## src/rtl/cpu_run_controller.sv

```systemverilog
// cpu_run_controller
// Sequences a batch of CPU test runs: holds the CPUs in reset, releases them,
// watches each channel until its CPU drops cpu_active_i, captures register_v0,
// and compares it against the expected value. Channels that are still active
// when the cycle budget runs out are flagged as timed out.
//
// Ports
//   clk_i               single clock, rising edge
//   rst_ni              asynchronous active-low reset (forces IDLE at once)
//   start_i             begin a run (honoured in IDLE or DONE only)
//   abort_i             cancel a run / clear results, return to IDLE
//   expected_i          expected register_v0, slice i = channel i
//   cpu_active_i        per-channel CPU active flag
//   cpu_v0_i            per-channel register_v0, slice i = channel i
//   cpu_reset_o         active-high reset to all CPUs
//   cpu_clock_enable_o  clock enable to all CPUs
//   busy_o / done_o     run in progress / run finished (levels)
//   pass_mask_o         per-channel compare result
//   timeout_mask_o      per-channel timeout flag
//   result_o            captured register_v0 per channel
//   cycles_o            enabled RUN cycles consumed by the run
module cpu_run_controller #(
    parameter int NCPU           = 2,
    parameter int DATA_W         = 32,
    parameter int RESET_CYCLES   = 2,
    parameter int TIMEOUT_CYCLES = 500,
    parameter int CNT_W          = 16,
    parameter int STALL_PERIOD   = 0
) (
    input  logic                   clk_i,
    input  logic                   rst_ni,
    input  logic                   start_i,
    input  logic                   abort_i,
    input  logic [NCPU*DATA_W-1:0] expected_i,
    input  logic [NCPU-1:0]        cpu_active_i,
    input  logic [NCPU*DATA_W-1:0] cpu_v0_i,
    output logic                   cpu_reset_o,
    output logic                   cpu_clock_enable_o,
    output logic                   busy_o,
    output logic                   done_o,
    output logic [NCPU-1:0]        pass_mask_o,
    output logic [NCPU-1:0]        timeout_mask_o,
    output logic [NCPU*DATA_W-1:0] result_o,
    output logic [CNT_W-1:0]       cycles_o
);

    localparam int RC_W = (RESET_CYCLES > 1) ? $clog2(RESET_CYCLES) : 1;
    localparam int SP_W = (STALL_PERIOD > 1) ? $clog2(STALL_PERIOD) : 1;
    localparam logic [RC_W-1:0]  RC_LAST  = RC_W'(RESET_CYCLES - 1);
    localparam logic [SP_W-1:0]  SP_LAST  = SP_W'(STALL_PERIOD - 1);
    localparam logic [CNT_W:0]   TMO_LIM  = (CNT_W+1)'(TIMEOUT_CYCLES);
    localparam bit               STALL_ON = (STALL_PERIOD >= 2);

    typedef enum logic [1:0] {
        S_IDLE  = 2'd0,
        S_RESET = 2'd1,
        S_RUN   = 2'd2,
        S_DONE  = 2'd3
    } state_t;

    state_t                 state_q, state_d;
    logic [RC_W-1:0]        rst_cnt_q, rst_cnt_d;
    logic [SP_W-1:0]        stall_cnt_q, stall_cnt_d;
    logic [CNT_W-1:0]       cycles_q, cycles_d;
    logic [NCPU-1:0]        finished_q, finished_d;
    logic [NCPU-1:0]        pass_q, pass_d;
    logic [NCPU-1:0]        tmo_q, tmo_d;
    logic [NCPU*DATA_W-1:0] result_q, result_d;
    logic                   cpu_reset_q, cpu_reset_d;
    logic                   cke_q, cke_d;
    logic                   busy_q, busy_d;
    logic                   done_q, done_d;

    logic                   en_cycle;
    logic [NCPU-1:0]        fin_now;
    logic [NCPU-1:0]        v0_match;
    logic [CNT_W:0]         cycles_inc;

    // An enabled cycle is a RUN cycle in which the CPUs actually got a clock.
    assign en_cycle   = (state_q == S_RUN) && cke_q;
    assign cycles_inc = {1'b0, cycles_q} + {{CNT_W{1'b0}}, 1'b1};

    genvar gi;
    generate
        for (gi = 0; gi < NCPU; gi++) begin : g_ch
            assign fin_now[gi]  = en_cycle & ~cpu_active_i[gi] & ~finished_q[gi];
            assign v0_match[gi] = (cpu_v0_i[gi*DATA_W +: DATA_W] ==
                                   expected_i[gi*DATA_W +: DATA_W]);
        end
    endgenerate

    always_comb begin
        state_d     = state_q;
        rst_cnt_d   = rst_cnt_q;
        stall_cnt_d = stall_cnt_q;
        cycles_d    = cycles_q;
        finished_d  = finished_q;
        pass_d      = pass_q;
        tmo_d       = tmo_q;
        result_d    = result_q;

        case (state_q)
            S_IDLE: begin
                if (start_i && !abort_i) begin
                    state_d = S_RESET;
                end
            end
            S_RESET: begin
                if (abort_i) begin
                    state_d = S_IDLE;
                end else if (rst_cnt_q == RC_LAST) begin
                    state_d = S_RUN;
                end else begin
                    rst_cnt_d = rst_cnt_q + 1'b1;
                end
            end
            S_RUN: begin
                if (abort_i) begin
                    state_d = S_IDLE;
                end else begin
                    if (STALL_ON) begin
                        stall_cnt_d = (stall_cnt_q == SP_LAST) ? '0 : stall_cnt_q + 1'b1;
                    end
                    if (cke_q) begin
                        cycles_d   = cycles_inc[CNT_W] ? cycles_q : cycles_inc[CNT_W-1:0];
                        finished_d = finished_q | fin_now;
                        pass_d     = pass_q | (fin_now & v0_match);
                        for (int i = 0; i < NCPU; i++) begin
                            if (fin_now[i]) begin
                                result_d[i*DATA_W +: DATA_W] = cpu_v0_i[i*DATA_W +: DATA_W];
                            end
                        end
                        // A channel finishing on the last budgeted cycle still
                        // counts as finished, hence the test on finished_d.
                        if (&finished_d) begin
                            state_d = S_DONE;
                        end else if (cycles_inc >= TMO_LIM) begin
                            tmo_d   = ~finished_d;
                            state_d = S_DONE;
                        end
                    end
                end
            end
            S_DONE: begin
                if (abort_i) begin
                    state_d = S_IDLE;
                end else if (start_i) begin
                    state_d = S_RESET;
                end
            end
            default: state_d = S_IDLE;
        endcase

        // Abort leaves results readable but clears the status flags.
        if (state_q != S_IDLE && state_d == S_IDLE) begin
            pass_d = '0;
            tmo_d  = '0;
        end

        // Fresh run: wipe everything left over from the previous one.
        if (state_q != S_RESET && state_d == S_RESET) begin
            rst_cnt_d   = '0;
            stall_cnt_d = '0;
            cycles_d    = '0;
            finished_d  = '0;
            pass_d      = '0;
            tmo_d       = '0;
            result_d    = '0;
        end

        // Outputs are registered, so they are derived from the next state.
        cpu_reset_d = (state_d == S_IDLE) || (state_d == S_RESET);
        busy_d      = (state_d == S_RESET) || (state_d == S_RUN);
        done_d      = (state_d == S_DONE);
        cke_d       = (state_d == S_RESET) ||
                      ((state_d == S_RUN) && (!STALL_ON || (stall_cnt_d != SP_LAST)));
    end

    always_ff @(posedge clk_i or negedge rst_ni) begin
        if (!rst_ni) begin
            state_q     <= S_IDLE;
            rst_cnt_q   <= '0;
            stall_cnt_q <= '0;
            cycles_q    <= '0;
            finished_q  <= '0;
            pass_q      <= '0;
            tmo_q       <= '0;
            result_q    <= '0;
            cpu_reset_q <= 1'b1;
            cke_q       <= 1'b0;
            busy_q      <= 1'b0;
            done_q      <= 1'b0;
        end else begin
            state_q     <= state_d;
            rst_cnt_q   <= rst_cnt_d;
            stall_cnt_q <= stall_cnt_d;
            cycles_q    <= cycles_d;
            finished_q  <= finished_d;
            pass_q      <= pass_d;
            tmo_q       <= tmo_d;
            result_q    <= result_d;
            cpu_reset_q <= cpu_reset_d;
            cke_q       <= cke_d;
            busy_q      <= busy_d;
            done_q      <= done_d;
        end
    end

    assign cpu_reset_o        = cpu_reset_q;
    assign cpu_clock_enable_o = cke_q;
    assign busy_o             = busy_q;
    assign done_o             = done_q;
    assign pass_mask_o        = pass_q;
    assign timeout_mask_o     = tmo_q;
    assign result_o           = result_q;
    assign cycles_o           = cycles_q;

endmodule

```

## config.mk

```make
export PLATFORM = sky130hd
export DESIGN_NAME = cpu_run_controller
export DESIGN_NICKNAME = d
export VERILOG_FILES = /design/src/rtl/cpu_run_controller.sv
export SDC_FILE = /design/constraint.sdc
export NUM_CORES = 1
export LEC_CHECK = 0
export CORE_MARGIN = 2
export CORE_UTILIZATION = 40
export CTS_CLUSTER_DIAMETER = 40
export DETAILED_ROUTE_END_ITERATION = 6
export PLACE_DENSITY = 0.75
export RECOVER_POWER = 100
export SETUP_SLACK_MARGIN = 0.05
export SYNTH_ARGS = -nofsm -noshare
export SYNTH_HDL_FRONTEND = slang
export SYNTH_SLANG_ARGS = --single-unit
```

## constraint.sdc

```tcl
create_clock -name clk_i -period 4.1 [get_ports clk_i]
set_input_delay 0.82 -clock clk_i [delete_from_list [all_inputs] [get_ports clk_i]]
set_output_delay 0.82 -clock clk_i [all_outputs]
set_load 0.03 [all_outputs]
```

# ---- Word-level counts from Yosys, hierarchy flattened
# Cells that the tools add are included.
dict set report totals {
  reg_bits 92
  output_inout_bits 88
  elab_cells 106
}
dict set report classes {
  addsub 2
  n_lt_le_gt_ge 1
  n_eq_ne 13
  n_mux 41
  bitwise 12
  n_reduce_logical 26
}
# operator count
set op_table {}
lappend op_table {{$mux W64} 4}
lappend op_table {{$mux W16} 5}
lappend op_table {{$eq A32 B32 Y1} 2}
lappend op_table {{$mux W32} 2}
lappend op_table {{$mux W2} 25}
lappend op_table {{$add A16 B1 Y17 const B} 1}
lappend op_table {{$ge A17 B9 Y1 const B} 1}
lappend op_table {{$reduce_and A4 Y1} 3}
lappend op_table {{$reduce_bool A2 Y1} 6}
lappend op_table {{$reduce_bool A3 Y1} 3}
lappend op_table {{$eq A2 B2 Y1 const B} 4}
lappend op_table {{$pmux W2 S4} 1}
lappend op_table {{$ne A2 B1 Y1 const B} 3}
lappend op_table {{$ne A3 B1 Y1 const B} 2}
lappend op_table {{$reduce_and A3 Y1} 2}
lappend op_table {{$reduce_and A5 Y1} 1}
lappend op_table {{$and A1 B1 Y1} 4}
lappend op_table {{$eq A2 B1 Y1 const B} 2}
lappend op_table {{$logic_and A1 B1 Y1} 4}
lappend op_table {{$logic_not A2 Y1} 2}
lappend op_table {{$mux W1} 4}
lappend op_table {{$not A1 Y1} 4}
lappend op_table {{$or A2 B2 Y2} 2}
lappend op_table {{$reduce_and A2 Y1} 2}
lappend op_table {{5 further kinds} 6}

# ---- Longest topological paths before layout
dict set report depth {
  depth_word 14
  ltp_mapped 16
  ltp_nobuf 14
}

# ---- Worst setup path before layout
# Ideal clock, no wire load.
dict set report synth_path {
  path_type {reg2reg}
  from {register cycles_q[0], in the netlist cycles_o[0]}
  to {register tmo_q[0], in the netlist timeout_mask_o[0]}
  setup_ps 130
  t_arrival_ps 3645
  required_time_ps 3970
  path_slack_ps 325
  path_stages_with_launch 17
  synth_period_minus_slack_ps 3775
  path_cell_list {dfrtp_1 ha_1 and3_2 buf_6 a32oi_1 o22a_2 a311oi_1 nor2_1 a21oi_1 ha_1 clkbuf_1 nand2_1 a22oi_1 o32a_1 o21a_1 o31ai_4 mux2i_1}
}
dict set report synth_between {
  elab_chain_cells 11
}
# item line_no
set synth_lines {}
lappend synth_lines {{from (decl)} 64} ;# logic [CNT_W-1:0] cycles_q, cycles_d;
lappend synth_lines {{from (signal assigned)} 197} ;# cycles_q <= cycles_d;
lappend synth_lines {{$add A16 B1 Y17 *} 81} ;# assign cycles_inc = {1'b0, cycles_q} + {{CNT_W{1'b0}}, 1'b1};
lappend synth_lines {{$ge A17 B9 Y1 *} 137} ;# end else if (cycles_inc >= TMO_LIM) begin
lappend synth_lines {{$mux W2 *} 137}
lappend synth_lines {{$mux W2 *} 135} ;# if (&finished_d) begin
lappend synth_lines {{$mux W2 *} 124} ;# if (cke_q) begin
lappend synth_lines {{$mux W2 *} 118} ;# if (abort_i) begin
lappend synth_lines {{$pmux W2 S4 *} 102} ;# case (state_q)
lappend synth_lines {{via state_d[0]} 61} ;# state_t state_q, state_d;
lappend synth_lines {{$eq A2 B1 Y1 or $logic_not A2 Y1 (tied branches)} {161, 155}}
lappend synth_lines {{$logic_and A1 B1 Y1 (on tied branches)} {161, 155}}
lappend synth_lines {{$ne A3 B1 Y1 (no line), or another cell as far along} n/a}
lappend synth_lines {{$reduce_and A5 Y1 (no line) or $mux W2 (tied branches)} n/a}
lappend synth_lines {{to (signal assigned)} 200} ;# tmo_q <= tmo_d;
lappend synth_lines {{to (decl)} 67} ;# logic [NCPU-1:0] tmo_q, tmo_d;
# Mark *: on every way through the listed nets, which the timed path passes. The rest lies on a longest branch.
# A chain may end at the register's enable or synchronous reset.

# ---- Worst setup path in the final report
dict set report layout_path {
  from {register cycles_q[0], in the netlist cycles_o[0]}
  to {register result_q[7], in the netlist result_o[7]}
}
dict set report layout_between {
  elab_chain_cells 11
}
# item line_no
set layout_lines {}
lappend layout_lines {{$add A16 B1 Y17 *} 81}
lappend layout_lines {{$ge A17 B9 Y1 *} 137}
lappend layout_lines {{$mux W2 *} 137}
lappend layout_lines {{$mux W2 *} 135}
lappend layout_lines {{$mux W2 *} 124}
lappend layout_lines {{$mux W2 *} 118}
lappend layout_lines {{$pmux W2 S4 *} 102}
lappend layout_lines {{via state_d[0]} 61}
lappend layout_lines {{$eq A2 B1 Y1 *} 161} ;# if (state_q != S_RESET && state_d == S_RESET) begin
lappend layout_lines {{$logic_and A1 B1 Y1 *} 161}
lappend layout_lines {{$ne A2 B1 Y1 (no line) or $reduce_bool A2 Y1 (tied branches)} n/a}
lappend layout_lines {{$reduce_and A4 Y1 (no line)} n/a}
lappend layout_lines {{to (signal assigned)} 201} ;# result_q <= result_d;
lappend layout_lines {{to (decl)} 68} ;# logic [NCPU*DATA_W-1:0] result_q, result_d;
# Marked as above.

==> results.ini <==
[status]
outcome = finished, final reports clean

[worst_setup_path]
worst_setup_path_end_kind = register
critical_path_cell_list = ha_1 -> and3_2 -> a32oi_1 -> o22a_2 -> a311oi_1 -> clkbuf_1 -> nor2_1 -> a21oi_1 -> ha_1 -> nand2_1 -> buf_4 -> o21a_1 -> clkbuf_4 -> a22o_1
worst_path_dominant_cell_family = compound AO/OA/AOI/OAI gates
timing.critical_path.required_ns = 4.34
critical_path.reg2reg.startpoint = cycles_o[0]
startpoint = cycles_o[0]
critical_path.n_buffers_inverters = 3
rrSetupSlack_ns = 0.42
crit_path_max_fanout = 32
cp_slowest_stage_delay_ns = 0.48
r2r_cells = 14
crit_arrival_ns = 3.92
setup.worst_path.start_class = register
regToRegEndpoint = result_o[7]
critical-path-top-cell-by-count = sky130_fd_sc_hd__ha_1
worst-setup-path-type = reg2reg
critPathSlowestCell = sky130_fd_sc_hd__dfrtp_1

[synth]
post_synth_instance_area_mm2 = 0.00485
synth_common_cells = sky130_fd_sc_hd__dfrtp_1 (91), sky130_fd_sc_hd__a22o_1 (65), sky130_fd_sc_hd__xnor2_1 (65), sky130_fd_sc_hd__nand2_1 (29), sky130_fd_sc_hd__nor2_1 (21)
synth_top_area_share = 0.470
postSynthCellCount = 452
postSynthAreaPerCell_um2 = 10.7
postSynthNetCount = 591
ys_types = 55
ys_seq_area_frac = 0.475
synth_async_sr_flop_share = 1.00
yosys.cell_count.top_type = sky130_fd_sc_hd__dfrtp_1
synthFlopType = sky130_fd_sc_hd__dfrtp_1
synth_enable_flop_cells = 0
synthDominantAreaCellType = sky130_fd_sc_hd__dfrtp_1
synth.yosys.warnings = 0
yosys-top-cells-area = sky130_fd_sc_hd__dfrtp_1 (47%), sky130_fd_sc_hd__a22o_1 (12%), sky130_fd_sc_hd__xnor2_1 (12%), sky130_fd_sc_hd__nand4_1 (2.6%), sky130_fd_sc_hd__nand2_1 (2.2%)
ys_ff_latch = 92

[clocking]
cts_tree = done
cts_made_buffers = 9
cts.clk_slew.worst_paths_ns = 0.06
cts-hold-fix-buffers = 0
cts.repair.resized = 0
clkSinkCount = 92
ctsLongestPathBuffers = 2
clock_insertion_delay_worst_skew_ns = 0.36
cts.root.buffer_cell = sky130_fd_sc_hd__clkbuf_16
post-cts-setup-buffers = 0
clock_tree.htree_level_count = 3

[power_and_ir_drop]
power.leakage_nw = 3.39
power.density_cell_area_mw_per_mm2 = 323
total_power_mw = 2.42
max-vdd-ir-drop_v = 0.000156

[timing]
final-setup-viol-count = 0
finalWorstPathRequiredPeriod_ns = 3.68
layout_worst_path_cycle_share = 0.898
max_freq_mhz = 272
worst_setup_skew_after_layout_ns = 0.00799
finalSetupTns_ns = 0
finalMaxSlewViolations = 0
slew_headroom = 0.0101
timing_hold_violations_final = 0
grt_setup_unrepaired = no
worst_slew_pin_slew_ns = 1.48

[finish]
fraction_of_final_layout_cells_with_drive_strength_greater_than_1 = 0.0564
post-route-cell-area_mm2 = 0.00749
finish.net_count = 808
num_antenna_cells = 0
multi_input_gate_area_mm2 = 0.00234
final-seq-area_mm2 = 0.00230
syn_to_final_growth_pct = 54.6
fillcell_total = 970

[routing]
drt_first_pass_iters = 5
wire_per_inst_um = 18.8
count_of_vias_placed_by_the_detailed_router = 4498
ant_nets_after_route = 0
number_of_vias_per_cell = 5.48
routed_wirelength_mm = 15.4
drc_errors = 0
drt_iter0_drc = 305

[job]
drv_cap = 0

[global_route]
first_global_vias = 4504
grt_first_pass_wirelength_mm = 24.0
gr_util_all_layers = 0.239
grt-ovfl-total = 0
antenna_found_initial = 0
grt_start_max_net_pins = 59

[floorplanning]
die_outline_height_um = 114
floorplan.die.width_um = 114
die_outline_area_mm2 = 0.0130
placement_rows = 40
design.core.area_mm2 = 0.0119
initial_utilization = 0.407
num_io_pins = 222

[worst_hold_path]
timing.hold.worst.start = result_o[39]
worstHoldEndpoint = result_o[39]
min-delay-path-class = reg2reg
timing.hold.worst_path_depth = 1

[place]
io_buffers = 221
finalWeightedCongestion = 0.863
dpl_cell_area_mm2 = 0.00719
place.detailed.hpwl_mm = 11.9

## layout make-up
cell class              instances  share of cell area
flip-flops and latches         92               0.307
well taps                     147              0.0246
multi-input cells             326               0.312
clock inverters                 5              0.0109
clock buffers                  11              0.0337
inverters                       7             0.00351
repair buffers                233               0.307
## layout by cell type (no fill, tap or decap), types with 9 or more instances in the layout
cell type / count
sky130_fd_sc_hd__a21oi_1: 14
sky130_fd_sc_hd__a22o_1: 65
sky130_fd_sc_hd__a31oi_1: 14
sky130_fd_sc_hd__clkbuf_16: 9
sky130_fd_sc_hd__clkdlybuf4s50_1: 131
sky130_fd_sc_hd__dfrtp_1: 91
sky130_fd_sc_hd__dlygate4sd3_1: 89
sky130_fd_sc_hd__nand2_1: 29
sky130_fd_sc_hd__nand4_1: 20
sky130_fd_sc_hd__nor2_1: 21
sky130_fd_sc_hd__o21ai_0: 12
sky130_fd_sc_hd__xnor2_1: 65
## layer usage
layer	up-vias	GRT usage	wire, um
met1	2167	0.301	6320
met5	-	0	0
li1	2115	-	-
met3	33	0.0487	924
met2	183	0.396	7660
met4	0	0.112	501
## cells by family after synthesis
group	count (synthesis)	synth area share
buffers and inverters	34	0.0390
multiplexers	5	0.0106
adder cells (fa/ha/maj)	5	0.0129
flip-flops	92	0.475
AO/OA/AOI/OAI	128	0.206
XOR/XNOR	67	0.121
AND/OR/NAND/NOR	121	0.135
## worst register-to-register path, stage by stage (launching register included)
cell and delay [ns]:
sky130_fd_sc_hd__dfrtp_1 0.48, sky130_fd_sc_hd__ha_1 0.31, sky130_fd_sc_hd__and3_2 0.31, sky130_fd_sc_hd__a32oi_1 0.13
sky130_fd_sc_hd__o22a_2 0.23, sky130_fd_sc_hd__a311oi_1 0.28, sky130_fd_sc_hd__clkbuf_1 0.15, sky130_fd_sc_hd__nor2_1 0.06
sky130_fd_sc_hd__a21oi_1 0.23, sky130_fd_sc_hd__ha_1 0.40, sky130_fd_sc_hd__nand2_1 0.13, sky130_fd_sc_hd__buf_4 0.18
sky130_fd_sc_hd__o21a_1 0.10, sky130_fd_sc_hd__clkbuf_4 0.29, sky130_fd_sc_hd__a22o_1 0.31
## sequential cells by signal, summed over array words and instances (netlist names), 2 cells and up
register and cells:
result_o 64, cycles_o 16, finished_q 2, pass_mask_o 2, state_q 2, timeout_mask_o 2
## stage by stage
step,utilization,std cells,setup WS (ns),hold WS [ns]
global placement,0.604,805,0.512,0.488
CTS,0.632,821,0.396,0.508
global route,0.629,821,0.143,0.515
floorplan,-,452,0.325,0.516
detailed placement,0.604,805,0.392,0.492
finish,0.629,821,0.417,0.498
## report_power, final
part,total (mW),internal [mW],switching (mW)
clock,0.940,0.569,0.371
sequential,0.963,0.931,0.0320
combinational,0.516,0.240,0.277
total,2.42,1.74,0.679
## worst max path at each step
| stage | to | slack (ns) | depth (start not counted) |
|---|---|---|---|
| 2_1_floorplan | timeout_mask_o[0] | 0.33 | 16 |
| 3_3_place_gp | timeout_mask_o[0] | 0.51 | 15 |
| 3_5_place_dp | timeout_mask_o[1] | 0.39 | 15 |
| 4_1_cts | timeout_mask_o[1] | 0.40 | 15 |
| 5_1_grt | timeout_mask_o[1] | 0.14 | 15 |
| 6_report | result_o[7] | 0.42 | 14 |
Note: power is estimated with default switching activity, not from simulation.
